===== config.mk =====
export PLATFORM = sky130hd
export DESIGN_NAME = led_blinker
export DESIGN_NICKNAME = d
export VERILOG_FILES = /design/src/rtl/led_blinker.sv
export SDC_FILE = /design/constraint.sdc
export NUM_CORES = 1
export LEC_CHECK = 0
export CORE_MARGIN = 3
export CORE_UTILIZATION = 45
export DETAILED_ROUTE_END_ITERATION = 10
export DONT_BUFFER_PORTS = 1
export GPL_TIMING_DRIVEN = 0
export PLACE_DENSITY = 0.73
export SLEW_MARGIN = 20
export SYNTH_ARGS = -nofsm -noshare
export SYNTH_HDL_FRONTEND = slang
export SYNTH_SLANG_ARGS = --single-unit

===== constraint.sdc =====
create_clock -name clk_128M -period 1.7 [get_ports clk_128M]
set_input_delay 0.17 -clock clk_128M [delete_from_list [all_inputs] [get_ports clk_128M]]
set_output_delay 0.17 -clock clk_128M [all_outputs]
set_load 0.01 [all_outputs]

===== src/rtl/led_blinker.sv =====
// led_blinker: free-running LED pattern generator used as a clock-domain
// liveness indicator. A CNT_WIDTH-bit counter defines one pattern period;
// the LED shows a square blink, a breathing PWM, a heartbeat or solid on,
// and period_pulse marks every counter wrap.
module led_blinker #(
   parameter int CNT_WIDTH = 27,
   parameter int PWM_BITS  = 8
) (
   input  logic       clk_128M,
   input  logic       rst_128M,
   input  logic [1:0] mode,
   output logic       led,
   output logic       period_pulse
);

   // Breathing mode takes PWM_BITS+1 top bits for the ramp and PWM_BITS low
   // bits for the PWM phase; the two fields must not overlap.
   generate
      if (PWM_BITS < 1 || CNT_WIDTH < 2*PWM_BITS+1) begin : g_bad_params
         $error("led_blinker: need PWM_BITS >= 1 and CNT_WIDTH >= 2*PWM_BITS+1");
      end
   endgenerate

   localparam logic [1:0] MODE_SQUARE = 2'd0;
   localparam logic [1:0] MODE_BREATH = 2'd1;
   localparam logic [1:0] MODE_HEART  = 2'd2;
   localparam logic [CNT_WIDTH-1:0] CNT_ONE = {{(CNT_WIDTH-1){1'b0}}, 1'b1};

   logic [CNT_WIDTH-1:0] cnt_q, cnt_d;
   logic                 led_q, led_d;
   logic                 pulse_q, pulse_d;

   logic [PWM_BITS:0]    ramp;   // position within the breathing triangle
   logic [PWM_BITS-1:0]  duty;   // current breathing duty
   logic [PWM_BITS-1:0]  phase;  // position within the current PWM slot
   logic [3:0]           slot;   // heartbeat slot, 16 per period

   assign ramp  = cnt_q[CNT_WIDTH-1 -: PWM_BITS+1];
   assign duty  = ramp[PWM_BITS] ? ~ramp[PWM_BITS-1:0] : ramp[PWM_BITS-1:0];
   assign phase = cnt_q[PWM_BITS-1:0];

   // Narrow counters are left-justified so the slot still splits the period
   // into 16 equal parts where possible.
   generate
      if (CNT_WIDTH >= 4) begin : g_slot_wide
         assign slot = cnt_q[CNT_WIDTH-1 -: 4];
      end else begin : g_slot_narrow
         assign slot = {cnt_q, {(4-CNT_WIDTH){1'b0}}};
      end
   endgenerate

   // Next-state: counter always advances, pulse flags the wrap, LED pattern
   // is a pure function of the current mode and counter.
   always_comb begin
      cnt_d   = cnt_q + CNT_ONE;
      pulse_d = (cnt_q == '1);
      led_d   = 1'b1;
      case (mode)
         MODE_SQUARE: led_d = cnt_q[CNT_WIDTH-1];
         MODE_BREATH: led_d = (phase < duty);
         MODE_HEART:  led_d = (slot == 4'd0) || (slot == 4'd2);
         default:     led_d = 1'b1;
      endcase
   end

   // State registers; reset clears everything immediately.
   always_ff @(posedge clk_128M or posedge rst_128M) begin
      if (rst_128M) begin
         cnt_q   <= '0;
         led_q   <= 1'b0;
         pulse_q <= 1'b0;
      end else begin
         cnt_q   <= cnt_d;
         led_q   <= led_d;
         pulse_q <= pulse_d;
      end
   end

   assign led          = led_q;
   assign period_pulse = pulse_q;

endmodule


======== Word level (Yosys, flattened, before mapping) ========
Cells that the tools add are included.
storage, ports and cells
  flip-flop bits (word level) ............. 29
  input bits .............................. 4
  output and inout port bits .............. 2
  word-level logic and storage cells ...... 15
cells by class
  add/sub/neg operators ................... 1
  order comparisons ....................... 1
  equality and inequality tests ........... 4
  mux-type cells .......................... 2
  bitwise operators ....................... 1
  reduce and logical (&&, ||, !) cells .... 3
operators with widths
  kind                                                                   number
  27-bit by 1-bit adder with 27-bit output, second input constant        1
  27-bit equality test, second input constant                            1
  8-bit less-than comparator                                             1
  8-bit two-way mux                                                      1
  8-bit NOT                                                              1
  4-bit by 2-bit equality test with 1-bit output, second input constant  1
  4-bit logical NOT                                                      1
  1-bit case mux with 3 select lines                                     1
  2-bit by 1-bit equality test with 1-bit output, second input constant  1
  2-bit equality test, second input constant                             1
  2-bit logical NOT                                                      1
  1-bit logical OR                                                       1

======== Logic depth before layout (Yosys ltp) ========
Gate-level depths: netlist of the first run.
  depth after elaboration ................. 4
  depth in mapped cells ................... 8

======== Worst setup path after synthesis of the first run ========
Ideal clock, no wire load.
  kind .................................... flip-flop to flip-flop
  start point ............................. register cnt_q[26]
  end point ............................... register led_q (netlist: led)
  setup time .............................. 0.128 ns
  arrival ................................. 1.555 ns
  data required time ...................... 1.572 ns
  setup slack ............................. 0.017 ns
  cell stages (with the launch flop) ...... 9
  buffers on the path ..................... 1
  period minus slack after synthesis ...... 1.683 ns
  cells stage by stage .................... dfrtp_1 > buf_2 > inv_1 > ha_1 > inv_1 > ha_1 > nand4_1 > a211oi_1 > o31ai_1
between the ends
  cells in the longest elaborated chain, start to end .. 3
  elaborated cells between the ends (all ways) .. 6
  classes of those cells .................. order compare (1); eq/ne (1); mux (2); reduce/logical (2)
RTL lines
  item                                                                   line    text
  start, declared                                                        29      logic [CNT_WIDTH-1:0] cnt_q, cnt_d;
  start signal, assigned                                                 73      cnt_q <= cnt_d;
  8-bit two-way mux (tied with other cells)                              39      assign duty = ramp[PWM_BITS] ? ~ramp[PWM_BITS-1:0] : ramp[PWM_BITS-1:0];
  8-bit less-than comparator / 1-bit logical OR (equally long branches)  60, 61
  1-bit case mux with 3 select lines (*)                                 58      case (mode)
  via led_d                                                              30      logic led_q, led_d;
  end signal, assigned                                                   74      led_q <= led_d;
  end, declared                                                          30
The timed path passes the listed nets; every way through them passes the cells marked *.

======== Final worst setup path of the first run ========
Ends and elaborated chain as after synthesis.

==> results of run 1 <==
registers in the layout, indices dropped and copies added, names as in the netlist:
register / cells
led: 1
cnt_q: 27
period_pulse: 1
worst max-delay path, stage by stage, from the launching register on:
cell,delay [ns]
dfrtp_1,0.35
buf_6,0.13
inv_4,0.04
ha_4,0.25
inv_2,0.04
ha_4,0.25
nand4_1,0.14
a211oi_2,0.26
o31ai_1,0.10
power by group:
group / total [uW] / internal (uW) / switching (uW)
registers: 691 / 690 / 0.985
clock network: 414 / 195 / 220
logic: 19.9 / 5.10 / 14.8
total: 1130 / 890 / 235
metrics by stage:
| step | power, uW | utilization, % | hold slack (ns) | std cells | instance area (sq um) |
|---|---|---|---|---|---|
| after global placement | 721 | 49.8 | 0.347 | 180 | 1560 |
| after CTS | 1150 | 52.9 | 0.0121 | 189 | 1650 |
| after detailed placement | 722 | 49.8 | 0.361 | 180 | 1560 |
| after global routing | 1180 | 55.4 | 0.00775 | 191 | 1730 |
| after floorplan | 718 | - | 0.248 | 136 | 1500 |
| final | 1130 | 55.4 | 0.0390 | 191 | 1730 |
worst paths after layout:
path | to | slack (ns) | start
max | led | 0.04 | cnt_q[26]
min | led | 0.04 | mode[1]
max reg2reg | led | 0.04 | cnt_q[26]
min reg2reg | cnt_q[0] | 0.47 | cnt_q[0]
max in group asynchronous | cnt_q[11] | 0.95 | rst_128M
min in group asynchronous | cnt_q[7] | 0.36 | rst_128M
cells in the mapped netlist, drive strengths merged:
| master | instances |
|---|---|
| nor2b | 1 |
| inv | 8 |
| buf | 2 |
| ha | 9 |
| o31a | 1 |
| and4 | 1 |
| and3 | 5 |
| nand3 | 10 |
| o31ai | 1 |
| nand2 | 7 |
| nor3 | 2 |
| dfrtp | 29 |
| nor2 | 8 |
| nand4 | 10 |
| xnor2 | 28 |
| o21ai | 4 |
| xor2 | 4 |
| o211ai | 1 |
| and2 | 3 |
| a211oi | 2 |
final cells by class:
cell class	instances	area, sq um
Buffer	2	18.8
Clock buffer	7	55.1
Fill cell	274	1400
Inverter	8	32.5
Multi-Input combinational cell	97	797
Sequential cell	29	726
Tap cell	44	55.1
Timing Repair Buffer	4	47.5
placed cells by master, fill, tap and decap left out:
cell           instances
o21ai_0                2
nand4_1                9
nand4_4                1
and2_1                 3
and3_1                 5
clkbuf_4               5
buf_4                  2
nor2_1                 7
nand3_1               10
clkbuf_8               1
o211ai_1               1
a211oi_2               2
o31ai_1                1
buf_6                  1
ha_4                   3
xnor2_1               26
o31a_1                 1
inv_1                  5
dlygate4sd3_1          2
xor2_1                 4
nor2_4                 1
inv_4                  1
buf_12                 1
inv_2                  2
and4_1                 1
o21ai_1                2
nor2b_1                1
xnor2_2                2
nand2_1                7
ha_1                   6
clkbuf_1               1
nor3_2                 1
dfrtp_1               29
nor3_4                 1
timing repair:
item	CTS	global route
gates resized for setup	3	12
endpoints found under the setup margin	1	1
hold buffers	1	1
gates cloned	0	0
setup buffers	1	1
hold endpoints to repair	1	29
pin swaps	1	6
kinds of logic after synthesis:
family                   count (synthesis)
buffers and inverters                   10
XOR/XNOR                                32
adder cells (fa/ha/maj)                  9
AND/OR/NAND/NOR                         47
flip-flops                              29
AO/OA/AOI/OAI                            9
routing by layer:
metal,global-route usage (%),share of wire (%),routed length (um)
met2,24.4,49,1260
met3,5.80,4.6,117
met1,16.8,44,1110
met5,0,0,0
met4,8.09,2.4,62
==> metrics, run 1 <==
Worst Path Max Fanout=3; Tcrit/Tclk final=97.7%; WL/cell=~13 um; sequential share of the synthesized area=between 40% and 50%; Clock transition at path regs=0.08 ns; largest net degree at the start of global routing=30; vias=997; Worst-Skew Late Latency=roughly 0.33 ns; Synth Instances=136; fin crit period=1.66 ns; status=completed; # DRC=0; Final ANT Viol Nets=0; P_leak=0.000715 uW; Tightest Pin Transition=0.587 ns; Netlist Area Pre-Place=1500 sq um; Max Fclk=~600 MHz; ratio of cells with drive above 1 in the final layout=16.3%; area delta synth->final=15.2%; VDD IR max=between 0.2 and 0.3 mV; crit path capture type=register; Setup Skew=0.00454 ns; CP required=1.91 ns; hold crit path type=in -> reg; Antenna Cells=0; syn_nets=between 100 and 150; register bit total from synthesis=29; CTS sink count=29; Synth top area share=48.3%; core area=approximately 3100 sq um; Final WS setup=roughly 0.038 ns; Max Slew Vio Count=0; max-cap check violation count=0; mux contribution to synthesized area=0%; routability cong.=~0.74; height of the die=63.8 um; antenna violations before repair=0; synth unique cells=24; CTS HTree Levels=2; CTS root buffer=clkbuf_4; nets=160; Ys Warns=0; Post-Synth Adder-Cell Area=7.49%; die area=4070 sq um; number of vias per cell=5.22; simple-gate portion of the synthesized area=18.8%; first-pass GRT wire length=4.57 mm; clock buffer depth=2; startpoint types=register; first-pass iteration count of the detailed router=4; XOR/XNOR Fraction of Synth Area=approximately a fifth; pre-CTS setup slack=-0.219 ns; complex-gate fraction of the synthesized area=3.91%; cell taking the most area after synthesis=dfrtp_1; # IOs=6; DR iter-0 viols=40; Crit Path Class=reg -> reg; cell area power density=650 nW/um^2; I/O Buffers=0; Initial Utilization=48.0%; TritonCTS Buffers=5; row cnt=20; post-detail-place hpwl=1.80 mm; Mean Syn Cell Area=11.0 sq um; largest family of logic cells by synthesized area=simple AND/OR/NAND/NOR gates; setup TNS=0 ns; Hold Crit Depth=2; Max-slew headroom=60.8%; All-Layer GR Usage=between 10% and 20%; width of the chip=~64 um; Total Wirelength=2.55 mm; final setup violation count=0; TritonCTS clock tree=done; Area contributors post-synth=dfrtp_1 48%, xnor2_1 16%, ha_1 7.5%, nand4_1 3.7%, nand3_1 3.3%; Overflow after GRT=0; final hold vios=0; vias in the first global route=1,009; CP arrival=1.87 ns; worst r2r path cells=8
Power figures use the tool's default switching activity.
==> inputs of run 2 (changes only) <==
--- a/config.mk
+++ b/config.mk
@@ -10,7 +10,8 @@
 export DETAILED_ROUTE_END_ITERATION = 10
 export DONT_BUFFER_PORTS = 1
 export GPL_TIMING_DRIVEN = 0
-export PLACE_DENSITY = 0.73
+export MAX_ROUTING_LAYER = met4
+export PLACE_DENSITY = 0.62
 export SLEW_MARGIN = 20
 export SYNTH_ARGS = -nofsm -noshare
 export SYNTH_HDL_FRONTEND = slang
==> run 2 against run 1 <==
Against the previous run:
- setup slack lost 0.034 ns
- non-clock buffer count is 2 higher
- first-iteration DRC count is 15% lower
- flip-flop and latch count did not move
- clock skew is 0.0088 ns higher
- design area increased by 1.4%
- die area did not move
- critical path type unchanged
- critical endpoint unchanged
- largest power group is now the clock network
==> metrics, run 2 (synthesis gave the netlist of run 1 again) <==
Tightest Pin Transition=0.602 ns (+0.0152 ns); commonest non-fill, non-tap cells in the layout=28 x dfrtp_1, 27 x xnor2_1, 10 x nand3_1; CTS HTree Levels=2 (unchanged); # DRC=0 (unchanged); P_leak=0.000744 uW (+3.9%); CP arrival=1.90 ns (+0.03 ns); max FFs per register=27 (unchanged); Final ANT Viol Nets=0 (unchanged); DP Cell Count=180 (unchanged); Levels on crit path=6 (-2); # IOs=6 (unchanged); first-pass GRT wire length=4.62 mm (+1.2%); status=completed; CTS root buffer=clkbuf_4; hold crit path type=in -> reg; post-route cell area=1760 sq um (+1.4%); area delta synth->final=16.9%; vias in the first global route=1,024 (+1.5%); antenna violations before repair=0 (unchanged); CP required=1.91 ns (about the same); Setup Skew=0.0134 ns (+0.00882 ns); WL/cell=12.7 um (-5.1%); Top delay family on crit path=flip-flops; worst r2r path cells=6 (-2); fin crit period=1.70 ns (+0.0336 ns); width of the chip=63.8 um (unchanged); slowest stage delay, CP=0.46 ns (+0.11 ns); worst hold slack=0.0168 ns (-0.0221 ns); Total Wirelength=2.46 mm (-3.6%); crit path capture type=register; core area=3130 sq um (unchanged); final setup violation count=0 (unchanged); Tcrit/Tclk final=99.7% (+2.0 points); vias=992 (-0.50%); Worst-Skew Late Latency=0.33 ns (about the same); crit-path cells=buf_8, xnor2_2, ha_1, nand4_1, a211oi_2, o31ai_1; TritonCTS Buffers=5 (unchanged); startpoint types=register; RSZ-0062 raised after global routing=true; Overflow after GRT=0 (unchanged); non-filler cells, final=194 (+1.6%); most common cell after layout, fill and taps aside=dfrtp_1; cell area power density=803 nW/um^2 (+24%); Power, Total=1410 uW (+25%); clock buffer depth=2 (unchanged); CTS sink count=29 (unchanged); post-detail-place hpwl=1.72 mm (-4.7%); Max-slew headroom=59.8% (-1.0 points); row cnt=20 (unchanged); I/O Buffers=0 (unchanged); Initial Utilization=48.0% (unchanged); height of the die=63.8 um (unchanged); DP Area=1560 sq um (unchanged); Hold Crit Depth=2 (unchanged); max-cap check violation count=0 (unchanged); final hold vios=0 (unchanged); Max Fclk=590 MHz (-2.0%); Clock transition at path regs=0.10 ns (+0.02 ns); first-pass iteration count of the detailed router=4 (unchanged); Buf/Inv on CP=1 (-2); Crit Path Class=reg -> reg; TritonCTS clock tree=done; Max Slew Vio Count=0 (unchanged); Register Area=727 sq um (+0.17%); Worst Path Max Fanout=6 (+3); All-Layer GR Usage=15.1% (+0.073 points); Largest Register=cnt_q; Final WS setup=0.00483 ns (-0.0336 ns); area occupied by multi-input gates=772 sq um (-3.1%); fillers=273 (-0.36%); largest net degree at the start of global routing=30 (unchanged); die area=4070 sq um (unchanged); Antenna Cells=0 (unchanged); ratio of cells with drive above 1 in the final layout=18.0% (+1.7 points); number of vias per cell=5.11 (-2.0%); Worst path slowest cell=dfrtp_2; nets=162 (+1.3%); VDD IR max=0.612 mV (+140%); routability cong.=0.775 (+5.1%); pre-CTS setup slack=-0.268 ns (-0.0494 ns); DR iter-0 viols=34 (-15%)
==> run 2: cell type report <==
class | instances | share of cell area, %
well taps | 44 | 3.13
clock buffers | 5 | 2.14
inverters | 8 | 1.71
multi-input cells | 97 | 43.9
flip-flops and latches | 29 | 41.4
repair buffers | 7 | 3.56
clock inverters | 3 | 3.70
plain buffers | 1 | 0.427
==> run 2: what timing repair did <==
action                                  4_1_cts  5_1_grt
endpoints found under the hold margin         0       29
gates resized for setup                       8        4
endpoints found under the setup margin        1        1
hold buffers                                  0        1
gates cloned                                  0        0
pin swaps                                     5        4
setup buffers                                 2        4
==> run 2: worst reg2reg max path: cells and delay by family, from the launching register on <==
family,cells,cell delay (ns)
flops,1,0.46
xor+xnor,1,0.12
compound gates,2,0.37
buf+inv,1,0.15
simple gates,1,0.17
fa+ha+maj,1,0.29
==> run 2: where the power goes <==
part | leakage (uW) | switching, uW | total (uW) | internal, uW
Sequential | 0.000387 | 1.05 | 691 | 690
Combinational | 0.000302 | 14.5 | 18.1 | 3.57
Clock | 0.0000552 | 245 | 701 | 455
==> run 2: final timing paths <==
check,from,to,slack [ns]
max in group asynchronous,rst_128M,cnt_q[26],0.91
min in group asynchronous,rst_128M,cnt_q[21],0.37
min reg2reg,cnt_q[0],cnt_q[0],0.47
max reg2reg,cnt_q[26],led,0.005
max,cnt_q[26],led,0.005
min,mode[0],led,0.02
==> run 2: per-layer routing <==
layer	share of wire [%]	track usage [%]
met5	0	-
met1	51	19.4
met2	44	22.5
met4	1.2	4.04
met3	3.5	5.45
==> run 2: through the flow <==
stage | TNS [ns] | util [%]
2_1_floorplan | 0 | -
3_3_place_gp | -0.246 | 49.8
3_5_place_dp | -0.268 | 49.8
4_1_cts | 0 | 54.8
5_1_grt | -0.115 | 56.2
6_report | 0 | 56.2
